`config.mk`:
```
export PLATFORM = sky130hd
export DESIGN_NAME = coef_loader
export DESIGN_NICKNAME = d
export VERILOG_FILES = /design/src/rtl/coef_loader_pkg.sv /design/src/rtl/coef_frame_rx.sv /design/src/rtl/coef_loader.sv
export SDC_FILE = /design/constraint.sdc
export NUM_CORES = 1
export LEC_CHECK = 0
export ABC_AREA = 1
export CORE_UTILIZATION = 42
export DETAILED_ROUTE_END_ITERATION = 10
export GPL_ROUTABILITY_DRIVEN = 0
export PLACE_DENSITY_LB_ADDON = 0.12
export RECOVER_POWER = 50
export SYNTH_ARGS = -nofsm -noshare
export SYNTH_HDL_FRONTEND = slang
export SYNTH_SLANG_ARGS = --single-unit
```
`constraint.sdc`:
```
create_clock -name clk -period 2.2 [get_ports clk]
set_input_delay 0.66 -clock clk [delete_from_list [all_inputs] [get_ports clk]]
set_output_delay 0.66 -clock clk [all_outputs]
set_load 0.02 [all_outputs]
```
`src/rtl/coef_loader_pkg.sv`:
```
// Shared types and helpers for the coefficient loader: issue FSM states,
// output coefficient width and the sign/zero extension function.
package coef_loader_pkg;

  localparam int OUT_W = 32;

  typedef enum logic [1:0] {
    S_IDLE = 2'd0,
    S_ARM  = 2'd1,
    S_BUSY = 2'd2
  } issue_state_t;

  // Extends the low coef_w bits of raw to OUT_W bits; bits above coef_w are replaced.
  function automatic logic [OUT_W-1:0] extend_coef(
    input logic [OUT_W-1:0] raw,
    input int               coef_w,
    input bit               sign_ext
  );
    logic [OUT_W-1:0] res;
    logic             msb;
    res = raw;
    msb = 1'b0;
    for (int i = 0; i < OUT_W; i++) begin
      if (i == coef_w - 1) msb = raw[i];
      if (i >= coef_w) res[i] = sign_ext ? msb : 1'b0;
    end
    return res;
  endfunction

endpackage

```
`src/rtl/coef_frame_rx.sv`:
```
// Frame receiver: byte counter, little-endian shadow assembly and, when
// COEF_LOADER_CSUM_EN is defined, a trailing XOR checksum byte per frame.
module coef_frame_rx
  import coef_loader_pkg::*;
#(
  parameter int NUM_COEF = 2,
  parameter int COEF_W   = 16
) (
  input  logic                         clk,
  input  logic                         rst_n,
  input  logic                         ena,
  input  logic [7:0]                   in_byte,
  input  logic                         in_valid,
  input  logic                         in_sof,
  input  logic                         frame_clear,
  output logic                         in_ready,
  output logic                         frame_pending,
  output logic [NUM_COEF*COEF_W-1:0]   shadow_o,
  output logic                         load_err
);

  localparam int BPC         = COEF_W / 8;
  localparam int FRAME_BYTES = NUM_COEF * BPC;
`ifdef COEF_LOADER_CSUM_EN
  localparam int TOTAL_BYTES = FRAME_BYTES + 1;
`else
  localparam int TOTAL_BYTES = FRAME_BYTES;
`endif
  localparam int CNT_W = (TOTAL_BYTES < 2) ? 1 : $clog2(TOTAL_BYTES + 1);
  localparam logic [CNT_W-1:0] LAST_DATA = CNT_W'(FRAME_BYTES - 1);

  logic [CNT_W-1:0] cnt_q, cnt_d;
  logic             pending_q, pending_d;
  logic [7:0]       shadow_q [FRAME_BYTES];
  logic [7:0]       shadow_d [FRAME_BYTES];
  logic [CNT_W-1:0] idx;
  logic             xfer;
`ifdef COEF_LOADER_CSUM_EN
  logic [7:0]       csum_q, csum_d;
  logic             err_q, err_d;
`endif

  assign in_ready      = ena && !pending_q;
  assign frame_pending = pending_q;
  assign xfer          = in_valid && in_ready;
  assign idx           = in_sof ? '0 : cnt_q;

  always_comb begin
    cnt_d     = cnt_q;
    pending_d = pending_q;
    shadow_d  = shadow_q;
`ifdef COEF_LOADER_CSUM_EN
    csum_d    = csum_q;
    err_d     = err_q;
`endif
    if (ena) begin
`ifdef COEF_LOADER_CSUM_EN
      err_d = 1'b0;
`endif
      if (frame_clear) pending_d = 1'b0;
      // A non-sof byte at index 0 is dropped so the receiver resyncs on the next sof.
      if (xfer && (in_sof || cnt_q != '0)) begin
        if (idx <= LAST_DATA) begin
          for (int i = 0; i < FRAME_BYTES; i++) begin
            if (idx == CNT_W'(i)) shadow_d[i] = in_byte;
          end
`ifdef COEF_LOADER_CSUM_EN
          csum_d = (idx == '0) ? in_byte : (csum_q ^ in_byte);
          cnt_d  = idx + 1'b1;
`else
          if (idx == LAST_DATA) begin
            pending_d = 1'b1;
            cnt_d     = '0;
          end else begin
            cnt_d = idx + 1'b1;
          end
`endif
        end else begin
          cnt_d = '0;
`ifdef COEF_LOADER_CSUM_EN
          if (in_byte == csum_q) begin
            pending_d = 1'b1;
          end else begin
            err_d    = 1'b1;
            shadow_d = '{default: '0};
          end
`endif
        end
      end
    end
  end

  always_ff @(posedge clk or negedge rst_n) begin
    if (!rst_n) begin
      cnt_q     <= '0;
      pending_q <= 1'b0;
      shadow_q  <= '{default: '0};
`ifdef COEF_LOADER_CSUM_EN
      csum_q    <= '0;
      err_q     <= 1'b0;
`endif
    end else begin
      cnt_q     <= cnt_d;
      pending_q <= pending_d;
      shadow_q  <= shadow_d;
`ifdef COEF_LOADER_CSUM_EN
      csum_q    <= csum_d;
      err_q     <= err_d;
`endif
    end
  end

  generate
    for (genvar gi = 0; gi < FRAME_BYTES; gi++) begin : g_pack
      assign shadow_o[gi*8 +: 8] = shadow_q[gi];
    end
  endgenerate

`ifdef COEF_LOADER_CSUM_EN
  assign load_err = err_q;
`else
  assign load_err = 1'b0;
`endif

endmodule

```
`src/rtl/coef_loader.sv`:
```
// Coefficient loader top: double-buffered coefficient registers and the
// start_calc issue handshake. Optional checksum via COEF_LOADER_CSUM_EN.
module coef_loader
  import coef_loader_pkg::*;
#(
  parameter int NUM_COEF = 2,
  parameter int COEF_W   = 16,
  parameter int SIGN_EXT = 1
) (
  input  logic                      clk,
  input  logic                      rst_n,
  input  logic                      ena,
  input  logic [7:0]                in_byte,
  input  logic                      in_valid,
  input  logic                      in_sof,
  output logic                      in_ready,
  output logic [NUM_COEF*OUT_W-1:0] coef_o,
  output logic                      start_calc,
  input  logic                      core_busy,
  output logic                      load_err
);

  logic [NUM_COEF*COEF_W-1:0] shadow;
  logic [NUM_COEF*OUT_W-1:0]  shadow_ext;
  logic                       frame_pending;
  logic                       issue;

  issue_state_t               state_q, state_d;
  logic [NUM_COEF*OUT_W-1:0]  coef_q, coef_d;
  logic                       start_calc_q, start_calc_d;

  coef_frame_rx #(
    .NUM_COEF (NUM_COEF),
    .COEF_W   (COEF_W)
  ) u_rx (
    .clk           (clk),
    .rst_n         (rst_n),
    .ena           (ena),
    .in_byte       (in_byte),
    .in_valid      (in_valid),
    .in_sof        (in_sof),
    .frame_clear   (issue),
    .in_ready      (in_ready),
    .frame_pending (frame_pending),
    .shadow_o      (shadow),
    .load_err      (load_err)
  );

  generate
    for (genvar gi = 0; gi < NUM_COEF; gi++) begin : g_ext
      assign shadow_ext[gi*OUT_W +: OUT_W] =
        extend_coef(OUT_W'(shadow[gi*COEF_W +: COEF_W]), COEF_W, SIGN_EXT != 0);
    end
  endgenerate

  always_comb begin
    state_d      = state_q;
    coef_d       = coef_q;
    start_calc_d = start_calc_q;
    issue        = 1'b0;
    if (ena) begin
      case (state_q)
        S_IDLE: begin
          if (frame_pending && !core_busy) begin
            coef_d       = shadow_ext;
            start_calc_d = 1'b1;
            issue        = 1'b1;
            state_d      = S_ARM;
          end
        end
        S_ARM: begin
          if (core_busy) begin
            start_calc_d = 1'b0;
            state_d      = S_BUSY;
          end
        end
        S_BUSY: begin
          // Returning to idle takes one edge, so a waiting frame issues a cycle later.
          if (!core_busy) state_d = S_IDLE;
        end
        default: begin
          start_calc_d = 1'b0;
          state_d      = S_IDLE;
        end
      endcase
    end
  end

  always_ff @(posedge clk or negedge rst_n) begin
    if (!rst_n) begin
      state_q      <= S_IDLE;
      coef_q       <= '0;
      start_calc_q <= 1'b0;
    end else begin
      state_q      <= state_d;
      coef_q       <= coef_d;
      start_calc_q <= start_calc_d;
    end
  end

  assign coef_o     = coef_q;
  assign start_calc = start_calc_q;

endmodule

```
==> results of run 1 <==
-- area by class of cell --
cell class | instances | area, sq um
inverters | 49 | 184
repair buffers | 93 | 950
clock buffers | 12 | 155
multi-input cells | 210 | 1100
fillers | 729 | 3550
clock inverters | 3 | 42.5
well taps | 102 | 128
flip-flops and latches | 71 | 1780
-- state kept, by name, summed over array words and instances, names as in the netlist --
register	flops
state_q	2
coef_o	32
start_calc	1
u_rx.frame_pending	1
u_rx.cnt_q	3
u_rx.shadow_o	32
-- cell families (layout without fill, tap and decap cells) --
logic type / after synthesis / in the layout / synth area share
adder cells (fa/ha/maj): 4 / 4 / 0.0143
flip-flops: 71 / 71 / 0.507
other: 1 / 1 / 0.00107
AND/OR/NAND/NOR: 166 / 166 / 0.242
buffers and inverters: 97 / 157 / 0.176
AO/OA/AOI/OAI: 39 / 39 / 0.0600
-- worst paths after layout --
| check | startpoint | endpoint | slack (ns) |
|---|---|---|---|
| worst max-delay path | coef_o[31] | coef_o[17] | 0.06 |
| max in group asynchronous | rst_n | coef_o[31] | 0.38 |
| worst min-delay path | start_calc | start_calc | 0.47 |
| worst max register to register | u_rx.cnt_q[0] | u_rx.shadow_o[0] | 0.68 |
| min in group asynchronous | rst_n | coef_o[33] | 0.80 |
| worst min register to register | start_calc | start_calc | 0.47 |
-- report_power, final --
| group | internal (W) | switching [W] |
|---|---|---|
| logic | 0.00118 | 0.00150 |
| registers | 0.00185 | 0.000349 |
| clock network | 0.000578 | 0.000460 |
| total | 0.00361 | 0.00231 |
-- stage by stage --
step,worst slack [ns],setup TNS (ns)
3_3_place_gp,-0.379,-0.379
2_1_floorplan,0.528,0
4_1_cts,0.00334,0
3_5_place_dp,-0.384,-0.608
6_report,0.0634,0
5_1_grt,-0.0150,-0.0207
-- layer usage --
layer	global-route usage	wire length, microns	up-vias
met5	0	0	-
met4	0.0846	167	0
met3	0.0423	268	16
met2	0.251	3050	60
met1	0.235	3200	1161
li1	-	-	1282
-- cells in the mapped netlist (all sizes together) --
master  number  area share
buf         47        0.12
o21ai       38       0.059
clkbuf       1      0.0011
conb         1      0.0011
nor2        10       0.034
inv         49       0.052
nand2      116        0.13
ha           4       0.014
dfrtp       71        0.51
nand4       33       0.059
nand3        7       0.024
a21oi        1      0.0014
-- cell usage in the layout, fill, tap and decap left out --
| master | n |
|---|---|
| inv_2 | 4 |
| clkbuf_1 | 2 |
| clkbuf_8 | 11 |
| ha_1 | 4 |
| buf_2 | 3 |
| clkdlybuf4s15_2 | 1 |
| conb_1 | 1 |
| bufinv_16 | 1 |
| nand3_4 | 3 |
| nor2_1 | 4 |
| buf_12 | 1 |
| buf_4 | 9 |
| nand2_2 | 3 |
| dlymetal6s2s_1 | 25 |
| nand3_1 | 2 |
| dlygate4sd3_1 | 1 |
| nor2_4 | 2 |
| nand2_1 | 113 |
| o21ai_0 | 26 |
| nand3_2 | 2 |
| dfrtp_2 | 2 |
| clkinvlp_4 | 1 |
| nor2_8 | 4 |
| clkdlybuf4s50_1 | 46 |
| dlygate4sd2_1 | 5 |
| o21ai_1 | 12 |
| nand4_1 | 33 |
| clkinv_2 | 1 |
| dfrtp_1 | 69 |
| clkbuf_2 | 1 |
| inv_1 | 45 |
| a21oi_1 | 1 |
-- repair_timing --
action,4_1_cts,5_1_grt
gates resized for setup,10,25
buffers inserted,0,0
setup endpoints to repair,35,30
hold buffers,0,0
==> results.md, run 1 <==
* DIE WIDTH at a little over 90 microns
* TritonCTS clock tree: built
* Post-DP HPWL at around 4.6 mm
* DR WL/cell at ~12 microns
* Initial antenna violation count at 0
* Total power draw at 0.00592 W
* Relative slew slack at -0.0191
* Max-slew violations at 72
* Post-route ant nets at 0
* Vias per cell at 4.66
* Crit path arrival time at approximately 1.5 ns
* Core Util, Final at 0.550
* Synth Warn # at 0
* Peak per-stage delay on the critical path at roughly 0.65 ns
* Final WL at between 6 and 7 mm
* Power per cell area at 1370 nW/um^2
* Antenna cell count at 0
* CTS Sinks at 71
* Post-Syn Area per Cell at 9.27 sq um
* Critical path class: reg -> out
* Fin nets at 452
* Crit-path cells: clkdlybuf4s50_1
* Status: finished, violations left
* Hold Crit Class: reg -> reg
* Layout area overhead at 23.7%
* Post-DP Area at between 4000 and 5000 sq um
* Row cnt at 32
* Leak at 2.49 nW
* Synth Net Count at between 300 and 400
* Core area at around 8000 sq um
* Worst-skew pair later-pin latency at approximately 0.34 ns
* Failing checks: max-capacitance violations, max-slew violations
* Number of port buffers at 79
* Worst path required time at 1.54 ns
* Slowest stage cell, crit path: clkdlybuf4s50_1
* Least-Margin Pin Slew at about 1.5 ns
* CTS Buf Count at 9
* Syn Inst Count at approximately 380
* IO Count at a little over 80
* Final hold vios at 0
* First-pass GRT wire length at approximately 11 mm
* Clk root buf: clkbuf_8
* Reg clk slew, reported paths at ~0.070 ns
* Post-synthesis sequential area ratio at 0.507
* Hold WS at 0.471 ns
* Peak supply drop at between 400 and 500 uV
* Delay-heaviest family, CP: buffers and inverters
* Share of cells above drive strength 1 at 0.112
* Fin crit period at 2.14 ns
* Area of the die at ~8700 sq um
* Max Clk Rate at around 470 MHz
* Number of distinct library cells after synthesis at 23
* CP Depth at 1
* Non-filler cells, final at between 500 and 600
* Die H at slightly above 90 microns
* Placed insts at ~530
* Clock buffer depth at 2
* Cell Area, Synth at ~3500 sq um
* Vias at about 2500
* Yosys reg bits at between 70 and 80
* Crit path max fanout at 18
* CTS H-tree lvls at 3
* R2r worst-path depth at 6
* Max cap viols at 1
* Final setup fails at 0
* Overall Global Routing Usage at 0.171
* Post-route cell area at approximately 4300 sq um
* Starting Density at 0.444
* CP Capture Type: output port
* DRC at 0
* Worst path bufs/invs at 1
* Final period util at 0.971
* Clk_skew at 0.00847 ns
* Congestion Overflow GR at 0
* Largest net degree at the start of global routing at a little over 70
* Vias in the first global route at about 2400
* First-pass DRT Iterations at 4
* WHS Path Cells at 2
* Starting DRC count in detailed routing at around 140
* Startpoint Class: register
Power figures use the tool's default switching activity.
==> inputs of run 2 (changes only) <==
- SYNTH_HIERARCHICAL: not set -> 1
==> results.md, run 2 <==
* Largest net degree at the start of global routing at 40 (was 72)
* First-pass GRT wire length at 11.3 mm (about the same)
* Grt met1 use at 0.226 (was 0.235)
* Crit-path cells: clkdlybuf4s50_1 > nand2_1 > inv_1 > clkbuf_2 (was clkdlybuf4s50_1)
* Most frequent cell after synthesis: nand2_1 (unchanged)
* Setup TNS at 0 ns (unchanged)
* Starting DRC count in detailed routing at 218 (was 137)
* Delay-heaviest family, CP: buffers and inverters (unchanged)
* Die H at 91.0 microns (was 93.4 microns)
* Crit path arrival time at 1.39 ns (was 1.48 ns)
* TritonCTS clock tree: built (unchanged)
* Worst path required time at 1.54 ns (about the same)
* Worst path bufs/invs at 3 (was 1)
* Initial antenna violation count at 0 (unchanged)
* Number of port buffers at 79 (unchanged)
* Area contributors post-synth: dfrtp_1, nand2_1, buf_4, nand3_1, nand3_4 (was dfrtp_1, nand2_1, buf_4, nand4_1, inv_1)
* Total power draw at 0.00574 W (was 0.00592 W)
* Final WL at 6.65 mm (was 6.69 mm)
* Hold WS at 0.470 ns (was 0.471 ns)
* Yosys top cell area share at 0.535 (was 0.507)
* IO Count at 81 (unchanged)
* Antenna cell count at 0 (unchanged)
* CTS Buf Count at 9 (unchanged)
* Reg2Reg Setup Slack at 0.77 ns (was 0.68 ns)
* Max cap viols at 0 (was 1)
* DRC at 0 (unchanged)
* Non-filler cells, final at 540 (unchanged)
* Status: finished, final reports clean (was finished, violations left)
* Final period util at 0.931 (was 0.971)
* Crit path max fanout at 2 (was 18)
* Post-DP HPWL at 4.61 mm (was 4.62 mm)
* Leak at 2.56 nW (was 2.49 nW)
* Post-synth EDFFs at 0 (unchanged)
* Clk root buf: clkbuf_8 (unchanged)
* Post-DP Area at 4020 sq um (was 4140 sq um)
* Overall Global Routing Usage at 0.175 (was 0.171)
* Number of distinct library cells after synthesis at 21 (was 23)
* Area of the die at 8270 sq um (was 8720 sq um)
* Most frequent cells in the layout: nand2_1, dfrtp_1, clkdlybuf4s50_1, nand3_1, dlymetal6s2s_1 (was nand2_1, dfrtp_1, clkdlybuf4s50_1, inv_1, nand4_1)
* Fraction of registers with async set/reset at 1.00 (unchanged)
* Fin crit period at 2.05 ns (was 2.14 ns)
* Worst-skew pair later-pin latency at 0.34 ns (about the same)
* Layout area overhead at 27.3% (was 23.7%)
* Syn Inst Count at 376 (was 378)
* Congestion Overflow GR at 0 (unchanged)
* Yosys reg bits at 71 (unchanged)
* Peak supply drop at 712 uV (was 459 uV)
* Vias in the first global route at 2375 (was 2354)
* Relative slew slack at 0.317 (was -0.0191)
* Hold buffer count at cts at 0 (unchanged)
* Reg clk slew, reported paths at 0.07 ns (about the same)
* M3 GR Usage at 0.0394 (was 0.0423)
* Post-synthesis sequential area ratio at 0.535 (was 0.507)
* Max-slew violations at 0 (was 72)
* Clock buffer depth at 2 (unchanged)
* Share of cells above drive strength 1 at 0.100 (was 0.112)
* Power per cell area at 1360 nW/um^2 (was 1370 nW/um^2)
* Post-route ant nets at 0 (unchanged)
* CTS Sinks at 71 (unchanged)
* Post-route cell area at 4230 sq um (was 4340 sq um)
* Hold Crit Class: in -> async (was reg -> reg)
* Clk_skew at 0.00850 ns (was 0.00847 ns)
* Dominant synthesized flop cell: dfrtp_1 (unchanged)
* First-pass DRT Iterations at 6 (was 4)
* CTS H-tree lvls at 3 (unchanged)
* CP Capture Type: output port (unchanged)
* Slowest stage cell, crit path: clkdlybuf4s50_1 (unchanged)
* DIE WIDTH at 91.0 microns (was 93.4 microns)
* Placed insts at 525 (unchanged)
* Starting Density at 0.432 (was 0.444)
* Row cnt at 32 (unchanged)
* Cell Area, Synth at 3320 sq um (was 3510 sq um)
* Least-Margin Pin Slew at 1.02 ns (was 1.53 ns)
* GR peak layer: met2 (unchanged)
* Yosys top cell by area: dfrtp_1 (unchanged)
* Fin nets at 452 (unchanged)
* Vias per cell at 4.64 (was 4.66)
* Peak per-stage delay on the critical path at 0.47 ns (was 0.65 ns)
* Synth Net Count at 394 (was 396)
* Top cells by instance count after synthesis: nand2_1, dfrtp_1, nand3_1, buf_4, inv_1 (was nand2_1, dfrtp_1, inv_1, buf_4, nand4_1)
* Core area at 7690 sq um (was 7890 sq um)
* Max Clk Rate at 488 MHz (was 468 MHz)
* DR WL/cell at 12.3 microns (was 12.4 microns)
* Final hold vios at 0 (unchanged)
* M2 GR Usage at 0.280 (was 0.251)
* Startpoint Class: input port (was register)
* Critical path class: in -> out (was reg -> out)
* RSZ-0062 raised after global routing: no
* Synth Warn # at 6 (was 0)
* Vias at 2504 (was 2519)
* Post-Syn Area per Cell at 8.84 sq um (was 9.27 sq um)
* Commonest non-fill, non-tap cell in the layout: nand2_1 (unchanged)
* Final setup fails at 0 (unchanged)
==> run 2: cell types whose count changed in the layout (fill, tap and decap cells not counted), sizes merged <==
cell / previous run / this run
nor2: 10 / 9
o21ai: 38 / 3
clkinv: 1 / 2
inv: 49 / 16
clkbuf: 14 / 18
dlymetal6s2s: 25 / 28
nand4: 33 / 1
nand2: 116 / 187
dlygate4sd2: 5 / 4
buf: 13 / 8
nand3: 7 / 40
clkdlybuf4s15: 1 / 0
clkdlybuf4s50: 46 / 42
==> run 2: path summary, 6_finish.rpt <==
check,from,to,cells after the start
min in group clk,start_calc,start_calc,2
max reg2reg,u_rx/frame_pending,u_rx/shadow_o[25],10
max,ena,in_ready,4
max in group asynchronous,rst_n,coef_o[5],2
min,rst_n,coef_o[10],1
min reg2reg,start_calc,start_calc,2
==> run 2: power breakdown <==
| part | switching [W] | internal [W] | leakage [nW] |
|---|---|---|---|
| Clock | 0.000465 | 0.000578 | 0.0985 |
| Sequential | 0.000353 | 0.00185 | 0.921 |
| Combinational | 0.00140 | 0.00109 | 1.54 |
| Total | 0.00222 | 0.00352 | 2.56 |
==> run 2: logic make-up after synthesis <==
family,Yosys count,synth area share
and+or+nand+nor,237,0.320
DFF,71,0.535
buffers and inverters,59,0.119
AOI/OAI and AO/OA,4,0.00941
adders and majority gates,4,0.0151
other,1,0.00113
==> run 2: cell type report <==
cell class | instances | area (sq um)
clock buffers | 12 | 155
clock inverters | 3 | 42.5
fillers | 731 | 3460
inverters | 17 | 66.3
multi-input cells | 246 | 1130
flip-flops and latches | 71 | 1780
well taps | 102 | 128
repair buffers | 89 | 930
==> run 2: worst reg2reg max path: cells and delay by family (launching register included) <==
family / cells / cell delay [ns]
buffers and inverters: 3 / 0.12
flip-flops: 1 / 0.42
AND/OR/NAND/NOR: 7 / 0.78
==> run 2: metrics by stage <==
step                setup slack, ns  utilization
finish                        0.152        0.550
global route                  0.115        0.550
CTS                         0.00300        0.548
detailed placement           -0.285        0.523
global placement             -0.279        0.523
floorplan                     0.557            -
==> run 2: what timing repair did <==
action	CTS	global route
setup endpoints to repair	35	31
resized for setup	8	31
setup buffers	0	0
pin swaps	0	0
cloned	0	0
==> run 2: per-layer routing <==
layer / wire length (microns) / vias to the layer above
met2: 3130 / 77
met1: 3050 / 1174
met4: 72 / 0
met5: 0 / -
met3: 391 / 7
li1: - / 1246
